$ cat config.mk
export PLATFORM = sky130hd
export DESIGN_NAME = freq_synth_flat
export DESIGN_NICKNAME = d
export VERILOG_FILES = /design/src/rtl/freq_synth_pkg.sv /design/src/rtl/freq_synth_if.sv /design/src/rtl/freq_synth_divider.sv /design/src/rtl/freq_synth.sv /design/src/flat_wrapper.sv
export SDC_FILE = /design/constraint.sdc
export NUM_CORES = 1
export LEC_CHECK = 0
export CAP_MARGIN = 30
export CORE_ASPECT_RATIO = 0.9
export CORE_MARGIN = 10
export CORE_UTILIZATION = 55
export CTS_CLUSTER_DIAMETER = 200
export DETAILED_ROUTE_END_ITERATION = 16
export MAX_ROUTING_LAYER = met4
export PLACE_DENSITY = 0.86
export SYNTH_ARGS = -nofsm -noshare
export SYNTH_HDL_FRONTEND = slang
export SYNTH_SLANG_ARGS = --single-unit
$ cat constraint.sdc
create_clock -name ref_clk -period 7.22 [get_ports ref_clk]
set_clock_uncertainty 0.15 [all_clocks]
set_input_delay 1.444 -clock ref_clk [delete_from_list [all_inputs] [get_ports ref_clk]]
set_output_delay 1.444 -clock ref_clk [all_outputs]
set_load 0.02 [all_outputs]
$ cat src/rtl/freq_synth_pkg.sv
// freq_synth_pkg: shared constants and types; FREQ_SYNTH_ROUND_EN selects the rounding divide
package freq_synth_pkg;
  localparam int unsigned DEF_REF_HZ = 10_000_000;
  localparam int DEF_ACC_W = 32;
`ifdef FREQ_SYNTH_ROUND_EN
  localparam int ITER_EXTRA = 1;
`else
  localparam int ITER_EXTRA = 0;
`endif
  localparam int DEF_ITERS = DEF_ACC_W + ITER_EXTRA;
  typedef enum logic [1:0] {ST_IDLE = 2'd0, ST_DIV = 2'd1, ST_LOAD = 2'd2} state_e;
  typedef logic [DEF_ACC_W-1:0] tword_t;
endpackage

$ cat src/rtl/freq_synth_if.sv
// freq_synth_if: frequency request handshake
interface freq_synth_if;
  logic        freq_valid;
  logic [31:0] freq_hz;
  logic        freq_ready;
  logic        freq_err;
  modport master (output freq_valid, freq_hz, input freq_ready, freq_err);
  modport slave (input freq_valid, freq_hz, output freq_ready, freq_err);
endinterface

$ cat src/rtl/freq_synth_divider.sv
// freq_synth_divider: serial restoring divider, q = floor(dividend * 2^ITERS / DIVISOR), one bit per cycle
module freq_synth_divider
  import freq_synth_pkg::*;
#(
  parameter int unsigned DIVISOR = DEF_REF_HZ,
  parameter int ITERS = DEF_ITERS
) (
  input  logic             clk,
  input  logic             rst,
  input  logic             start,
  input  logic [31:0]      dividend,
  output logic             done,
  output logic [ITERS-1:0] q
);
  localparam int CW = $clog2(ITERS + 1);
  logic [32:0]   rem;
  logic [32:0]   shifted;
  logic [CW-1:0] cnt;
  logic          busy;
  logic          take;
  assign shifted = rem << 1;
  assign take = shifted >= 33'(DIVISOR);
  // high during the final iteration so the caller can move to LOAD on the same edge
  assign done = busy && cnt == CW'(ITERS - 1);
  always_ff @(posedge clk or posedge rst)
    if (rst) begin
      rem  <= '0;
      q    <= '0;
      cnt  <= '0;
      busy <= 1'b0;
    end else if (start) begin
      rem  <= {1'b0, dividend};
      q    <= '0;
      cnt  <= '0;
      busy <= 1'b1;
    end else if (busy) begin
      rem  <= take ? shifted - 33'(DIVISOR) : shifted;
      q    <= {q[ITERS-2:0], take};
      cnt  <= cnt + CW'(1);
      busy <= !done;
    end
endmodule

$ cat src/rtl/freq_synth.sv
// freq_synth: request FSM, serial divide and phase accumulator; FREQ_SYNTH_ROUND_EN rounds the tuning word
module freq_synth
  import freq_synth_pkg::*;
#(
  parameter int unsigned REF_HZ = DEF_REF_HZ,
  parameter int ACC_W = DEF_ACC_W
) (
  input  logic             ref_clk,
  input  logic             rst,
  input  logic             en,
  freq_synth_if.slave      req,
  output logic             out_clk,
  output logic             out_tick,
  output logic [ACC_W-1:0] tuning_word
);
  localparam int ITERS = ACC_W + ITER_EXTRA;
  localparam logic [1:0] IDLE = ST_IDLE;
  localparam logic [1:0] DIV = ST_DIV;
  localparam logic [1:0] LOAD = ST_LOAD;
  logic [1:0]       state;
  logic             accept;
  logic             too_high;
  logic             div_done;
  logic [ITERS-1:0] q;
  logic [ACC_W-1:0] q_word;
  logic [ACC_W-1:0] acc;
  logic [ACC_W:0]   sum;
  assign req.freq_ready = state == IDLE;
  assign accept = req.freq_valid && req.freq_ready;
  assign too_high = {req.freq_hz, 1'b0} >= 33'(REF_HZ);
  assign sum = {1'b0, acc} + {1'b0, tuning_word};
  freq_synth_divider #(.DIVISOR(REF_HZ), .ITERS(ITERS)) u_div (
    .clk(ref_clk),
    .rst(rst),
    .start(accept && !too_high),
    .dividend(req.freq_hz),
    .done(div_done),
    .q(q)
  );
`ifdef FREQ_SYNTH_ROUND_EN
  assign q_word = ACC_W'((q + ITERS'(1)) >> 1);
`else
  assign q_word = q;
`endif
  always_ff @(posedge ref_clk or posedge rst)
    if (rst) begin
      state        <= IDLE;
      tuning_word  <= '0;
      req.freq_err <= 1'b0;
    end else begin
      req.freq_err <= accept && too_high;
      state        <= state == IDLE ? (accept && !too_high ? DIV : IDLE) :
                      state == DIV  ? (div_done ? LOAD : DIV) : IDLE;
      if (state == LOAD) tuning_word <= q_word;
    end
  // accumulator is never cleared on retune so the output stays phase-continuous
  always_ff @(posedge ref_clk or posedge rst)
    if (rst) begin
      acc      <= '0;
      out_clk  <= 1'b0;
      out_tick <= 1'b0;
    end else if (en) begin
      acc      <= sum[ACC_W-1:0];
      out_tick <= sum[ACC_W];
      out_clk  <= sum[ACC_W-1];
    end else begin
      out_tick <= 1'b0;
    end
endmodule

$ cat src/flat_wrapper.sv
// flat-port wrapper written by rule: the top's interface ports become plain ports
module freq_synth_flat import freq_synth_pkg::*;
#(
  parameter int unsigned REF_HZ = DEF_REF_HZ,
  parameter int ACC_W = DEF_ACC_W
)
  (ref_clk, rst, en, out_clk, out_tick, tuning_word, req_freq_valid, req_freq_hz, req_freq_ready, req_freq_err);
  freq_synth_if req_i ();
  input  logic ref_clk;
  input  logic rst;
  input  logic en;
  output logic out_clk;
  output logic out_tick;
  output logic [ACC_W-1:0] tuning_word;
  input wire logic [$bits(req_i.freq_valid)-1:0] req_freq_valid;
  input wire logic [$bits(req_i.freq_hz)-1:0] req_freq_hz;
  output wire logic [$bits(req_i.freq_ready)-1:0] req_freq_ready;
  output wire logic [$bits(req_i.freq_err)-1:0] req_freq_err;
  assign req_i.freq_valid = req_freq_valid;
  assign req_i.freq_hz = req_freq_hz;
  assign req_freq_ready = req_i.freq_ready;
  assign req_freq_err = req_i.freq_err;
  freq_synth #(.REF_HZ(REF_HZ), .ACC_W(ACC_W)) u_core (.ref_clk(ref_clk), .rst(rst), .en(en), .req(req_i), .out_clk(out_clk), .out_tick(out_tick), .tuning_word(tuning_word));
endmodule
==> impl_metrics.csv, run 1 <==
group,metric,value,unit
clock_network,clock_latency,0.41,ns
final_layout,layout-area-overhead-vs-synth,18.28,%
route,antenna_left,0,
worst_setup_path,crit_path_frequent_cell,"a21oi_1",
sta,finalSetupViolations,0,
sta,drv_slew,0,
route,first_iter_violations,480,
route,wl_met3,1062,µm
clock_network,clockBufferDepth,2,
worst_setup_path,criticalPathCategory,"primary input to flop",
logic_synthesis,synth_top_family_by_area,"compound AO/OA/AOI/OAI gates",
final_layout,nets,906,
logic_synthesis,synth-compound-area-share,14.44,%
logic_synthesis,yosys_most_used_dff,"dfrtp_1",
sta,rsz0062_at_grt,"no",
clock_network,post_cts_buffers,0,
grt,grt_max_degree,81,
logic_synthesis,yosysMostFrequentCell,"dfrtp_1",
power,p_clk_share,29.3,%
clock_network,ctsResizeCount,0,
final_layout,final.fill_count,1029,
floorplan,die-area,19720,µm²
logic_synthesis,synth_top_area_share,43.63,%
placed_design,portBuffers,71,
worst_setup_path,cp-start-kind,"primary input",
logic_synthesis,synth-async-reset-ratio,100.0,%
logic_synthesis,syn_nets,849,
route,met2_length,8355,µm
logic_synthesis,ys_ff_latch,139,
logic_synthesis,synth_cell_type_count,80,
grt,antenna_found_initial,0,
power,powerDensity,329.4,nW/µm²
power,p_leak,3.604,nW
power,p_switching,1.065,mW
worst_setup_path,cp.required,7.34,ns
route,drc,0,
logic_synthesis,synthXorXnorAreaFrac,6.042,%
worst_setup_path,critPathMaxStageDelay,0.64,ns
logic_synthesis,synthMuxAreaShare,13.23,%
route,drt-total-wl,17840,µm
outcome,status,"complete, no violations",
sta,finalSetupTns,0,ns
power,p_comb_share,39.8,%
sta,fin_crit_sh,58.67,%
sta,relSlewSlack,51.34,%
final_layout,drive_gt1_share,14.40,%
floorplan,die_h,134.2,µm
logic_synthesis,yosys-top-cells-count,"dfrtp_1, nor2_1, a21oi_1",
logic_synthesis,synthTopCellsByArea,"dfrtp_1, mux2_2, ha_1",
floorplan,core,14110,µm²
logic_synthesis,yosysWarnings,0,
worst_setup_path,cp_max_fo,46,
route,drt-met1-wl,8143,µm
floorplan,die_w,146.9,µm
logic_synthesis,ys_seq_area_share,43.63,%
clock_network,cts-root-buf,"clkbuf_16",
power,vdd_drop_max,0.1921,mV
worst_setup_path,crit_chain,"clkdlybuf4s50_1, o211a_1, o21a_1, o31ai_1, a21oi_1, o31a_1, nor4_4, buf_4, nor3b_1, a21oi_1, o21ai_0",
clock_network,cts-htree-levels,4,
flow_run,drv_cap,0,
final_layout,seq_area,3482,µm²
clock_network,path_clk_slew,0.06,ns
power,switching_share,34.29,%
sta,hold_viol_final,0,
power,p_int,2.041,mW
clock_network,clkSinkCount,139,
placed_design,dp_hpwl,12160,µm
logic_synthesis,synth_edf_count,0,
route,detail_route.wl_per_cell,17.15,µm
clock_network,cts_tree,"done",
grt,grt_pass1_wl,30190,µm
floorplan,io-pin-count,72,
sta,fin_crit,4.236,ns
final_layout,multi_input_area,4252,µm²
power,power.total,3.106,mW
power,seqPwrFrac,30.9,%
worst_hold_path,holdCritPathClass,"flop to flop",
floorplan,rows,41,
final_layout,antenna_cells,0,
worst_hold_path,hp-start,"u_core.state[1]",
logic_synthesis,avgSynthCellArea,10.26,µm²
clock_network,cts_buffers,17,
route,via_count,6080,
worst_setup_path,cp.arrival,4.35,ns
floorplan,initial_core_util,56.51,%
worst_setup_path,timing.rr.start,"u_core.tuning_word[0]",
grt,grt_pass1_vias,6089,
logic_synthesis,synthSimpleGateAreaFrac,13.76,%
clock_network,ctsHoldBuffers,0,
logic_synthesis,post_synth_inst_count,777,
placed_design,gp_congestion,0.8966,
logic_synthesis,syn-cell-area,7973,µm²
sta,tightestPinTransition,0.7300,ns
sta,max_freq,0.2361,GHz
worst_setup_path,slowest_stage,"nor4_4",
route,vias_per_cell,5.846,
grt,grt_use_total,18.84,%
logic_synthesis,yosys.area.top_type,"dfrtp_1",
worst_setup_path,critPathLaunch,"req_freq_hz[7]",
route,dr.pass1.iters,7,
grt,gr-total-overflow,0,
worst_setup_path,endpoint_kind,"flop",
logic_synthesis,synth_adder_area_share,5.744,%
route,top_layer_used,"met4",
==> path summary, 6_finish.rpt <==
path	to	cells after the start	slack [ns]
max	u_core.u_div.rem[20]	11	2.98
min	u_core.state[1]	1	0.33
max reg2reg	u_core.acc[30]	11	3.83
min reg2reg	u_core.state[1]	1	0.33
max in group asynchronous	u_core.u_div.busy	3	4.23
min in group asynchronous	u_core.u_div.cnt[2]	2	1.40
==> metal layers <==
| layer | vias to the layer above | GRT usage [%] |
|---|---|---|
| li1 | 2911 | - |
| met1 | 2948 | 24.31 |
| met2 | 191 | 29.06 |
| met3 | 30 | 4.270 |
| met4 | 0 | 5.831 |
| met5 | - | - |
==> power by group through the flow <==
stage / clock, mW / sequential [mW] / combinational, mW
after floorplan: 0 / 0.957 / 0.963
after global placement: 0 / 0.963 / 1.15
after detailed placement: 0 / 0.970 / 1.19
after CTS: 0.923 / 0.960 / 1.22
after global routing: 0.964 / 0.972 / 1.37
final: 0.910 / 0.959 / 1.24
==> state kept, by name, summed over array words and instances, names as in the netlist <==
register	count
u_core.acc	32
u_core.tuning_word	32
u_core.u_div.q	32
u_core.u_div.rem	32
u_core.u_div.cnt	6
u_core.state	2
u_core.out_tick	1
u_core.req.freq_err	1
u_core.u_div.busy	1
==> placed cells by master (no fill, tap or decap), drive strengths merged, types with 5 or more instances in the layout <==
cell type,n
buf,6
nor4,5
mux2i,39
xor2,17
a21oi,61
and3,5
o21bai,6
xnor2,38
a211oi,14
o21a,7
nor3,11
clkinv,5
or3,5
nor3b,13
nand3,10
inv,15
nand2,47
nor2,90
a31oi,5
ha,35
clkdlybuf4s50,71
a21o,15
nand2b,5
mux2,59
nand4,9
o21ai,44
clkbuf,21
dfrtp,139
==> critical path, delay by kind of cell <==
family / cells / cell delay (ns)
AO/OA/AOI/OAI: 7 / 1.20
buffers and inverters: 2 / 0.97
AND/OR/NAND/NOR: 2 / 0.73
==> metrics by stage <==
| step | instance area [µm²] | setup slack, ns | cells | hold slack (ns) | util (%) |
|---|---|---|---|---|---|
| after global routing | 9430 | 2.672 | 1040 | 0.3549 | 66.85 |
| after floorplan | 7973 | 1.901 | 777 | 0.2933 | - |
| after detailed placement | 8785 | 2.518 | 1007 | 0.3203 | 62.27 |
| after global placement | 8785 | 2.605 | 1007 | 0.3071 | 62.27 |
| final | 9430 | 2.984 | 1040 | 0.3282 | 66.85 |
| after CTS | 9403 | 2.935 | 1039 | 0.3282 | 66.65 |
==> cell type report <==
cell class / instances / share of cell area [%]
Inverter: 15 / 0.6501
Sequential cell: 139 / 36.92
Multi-Input combinational cell: 584 / 45.08
Clock inverter: 11 / 1.778
Clock buffer: 21 / 4.776
Timing Repair Buffer: 77 / 8.226
Tap cell: 193 / 2.561
==> cell families (layout without fill, tap and decap cells) <==
logic type,Yosys count,after routing
xor gates and xnor gates,55,55
DFF,139,139
muxes,98,98
AOI/OAI and AO/OA,178,178
buffers and inverters,54,124
and+or+nand+nor,217,217
adders and majority gates,36,36
(Power assumes the default switching activity.)
==> run 2: changes to the inputs <==
Clock period 7.22 ns to 3.9 ns, I/O delays scaled along.
==> impl_metrics.csv, run 2 (synthesis results as in run 1) <==
group,metric,value,unit
outcome,status,"complete, no violations",
sta,finalSetupViolations,0,
final_layout,drive_gt1_share,15.24,%
power,p_leak,3.601,nW
route,dr.pass1.iters,5,
sta,max_freq,0.3019,GHz
power,p_switching,1.957,mW
power,p_clk_share,26.6,%
sta,tightestPinTransition,0.8719,ns
clock_network,clock_latency,0.42,ns
floorplan,die_h,134.2,µm
route,detail_route.wl_per_cell,16.95,µm
worst_hold_path,hp-start,"u_core.acc[25]",
power,seqPwrFrac,32.3,%
worst_hold_path,holdCritPathClass,"flop to flop",
floorplan,io-pin-count,72,
grt,grt_max_degree,61,
final_layout,final_common_cell,"dfrtp_1",
grt,grt_pass1_wl,30130,µm
clock_network,path_clk_slew,0.06,ns
worst_setup_path,critical_path_depth,11,
worst_setup_path,cp-start-kind,"flop",
worst_setup_path,cp_top_family,"compound AO/OA/AOI/OAI gates",
floorplan,rows,41,
grt,gr-total-overflow,0,
worst_setup_path,endpoint_kind,"flop",
final_layout,final.fill_count,1049,
route,via_count,6117,
placed_design,pre_cts_ws,0.3503,ns
worst_setup_path,worst-path-buf-inv,0,
placed_design,dp_hpwl,12590,µm
placed_design,portBuffers,71,
power,p_comb_share,41.1,%
clock_network,clockBufferDepth,2,
sta,rsz0062_at_grt,"no",
worst_setup_path,critPathMaxStageDelay,0.42,ns
floorplan,die_w,146.9,µm
floorplan,initial_core_util,56.51,%
floorplan,core,14110,µm²
clock_network,post_cts_buffers,0,
flow_run,drv_cap,0,
floorplan,die-area,19720,µm²
final_layout,post-route-util,66.73,%
sta,finalSetupTns,0,ns
sta,fin_crit_sh,84.92,%
placed_design,gp_congestion,0.9101,
power,vdd_drop_max,0.3958,mV
route,first_iter_violations,645,
worst_setup_path,critPathLaunch,"u_core.tuning_word[0]",
worst_setup_path,cp.required,4.06,ns
clock_network,cts-htree-levels,4,
power,powerDensity,583.0,nW/µm²
route,antenna_left,0,
sta,hold_viol_final,0,
sta,relSlewSlack,41.75,%
worst_setup_path,r2r_setup_slack,0.59,ns
power,p_int,3.532,mW
power,switching_share,35.65,%
worst_setup_path,timing.rr.start,"u_core.tuning_word[0]",
worst_setup_path,cp.arrival,3.47,ns
worst_setup_path,endpoint,"u_core.acc[30]",
final_layout,nets,913,
worst_setup_path,cp_max_fo,4,
grt,antenna_found_initial,1,
worst_setup_path,crit_chain,"ha_1, fa_1, a21o_1, a21oi_2, o21ai_1, and3b_1, o21ai_1, o31ai_1, a211oi_1, xnor2_1, mux2_2",
sta,layout_setup_ws,0.5880,ns
final_layout,layout-area-overhead-vs-synth,18.08,%
worst_setup_path,slowest_stage,"fa_1",
worst_setup_path,criticalPathCategory,"flop to flop",
clock_network,clkSinkCount,139,
clock_network,ctsResizeCount,0,
sta,fin_crit,3.312,ns
route,vias_per_cell,5.842,
clock_network,ctsHoldBuffers,0,
route,drt-total-wl,17750,µm
worst_setup_path,r2r-end,"u_core.acc[30]",
clock_network,cts_buffers,17,
power,power.total,5.489,mW
clock_network,cts_tree,"done",
sta,drv_slew,0,
final_layout,final_cell_mix,"dfrtp_1, nor2_1, clkdlybuf4s50_1",
grt,grt_pass1_vias,6060,
worst_setup_path,crit_path_frequent_cell,"o21ai_1",
grt,grt_use_total,18.95,%
clock_network,cts-root-buf,"clkbuf_16",
route,drc,0,
worst_setup_path,reg2regPathDepth,11,
## run 2: cell count changes in the layout (fill, tap and decap cells not counted), moves of 2 or more
| cell | delta |
|---|---|
| buf_4 | +5 |
| clkinv_2 | +2 |
| clkinvlp_4 | +2 |
| clkinv_4 | +2 |
| inv_6 | -2 |
| buf_12 | +3 |
| clkbuf_1 | -2 |
| bufinv_16 | -4 |
## run 2: worst reg2reg max path, stage by stage (launching register included)
cell and delay, ns:
dfrtp_1 0.41, ha_1 0.24, fa_1 0.42, a21o_1 0.21, a21oi_2 0.20, o21ai_1 0.12
and3b_1 0.22, o21ai_1 0.33, o31ai_1 0.21, a211oi_1 0.32, xnor2_1 0.10, mux2_2 0.26
## run 2: worst min-delay path by stage
stage	endpoint	slack, ns	cells after the start
after global placement	u_core.state[1]	0.31	1
final	u_core.acc[25]	0.34	2
after CTS	u_core.state[1]	0.34	1
after floorplan	u_core.state[1]	0.29	1
after global routing	u_core.state[1]	0.36	1
after detailed placement	u_core.acc[25]	0.33	2
## run 2: metrics by stage
step / instances / hold WS (ns) / instance area, µm²
6_report: 1047 / 0.3405 / 9414
5_1_grt: 1047 / 0.3594 / 9414
4_1_cts: 1046 / 0.3407 / 9412
3_5_place_dp: 1015 / 0.3284 / 8881
3_3_place_gp: 1015 / 0.3135 / 8881
2_1_floorplan: 777 / 0.2933 / 7976
## run 2: power groups by stage
stage                     registers [mW]  logic, mW  clock network, mW
after global routing                1.80       2.50               1.54
after CTS                           1.77       2.23               1.47
after global placement              1.78       2.13                  0
final                               1.77       2.26               1.46
after floorplan                     1.77       1.78                  0
after detailed placement            1.79       2.20                  0
## run 2: cell type report
cell class | instances | area, µm² | area share [%]
antenna | 1 | 2.502 | 0.02658
clock buffer | 20 | 456.7 | 4.851
clock inverter | 11 | 73.82 | 0.7842
inverter | 15 | 60.06 | 0.6380
multi-input combinational | 584 | 4252 | 45.16
sequential | 139 | 3482 | 36.99
tap | 193 | 241.5 | 2.565
timing repair buffer | 84 | 845.8 | 8.985
## run 2: layer usage
| layer | global-route usage (%) | wire [µm] | vias to the layer above |
|---|---|---|---|
| li1 | - | - | 2924 |
| met1 | 24.78 | 8493 | 2989 |
| met2 | 28.91 | 8139 | 175 |
| met3 | 4.943 | 913 | 29 |
| met4 | 4.620 | 201 | 0 |
| met5 | - | 0 | - |
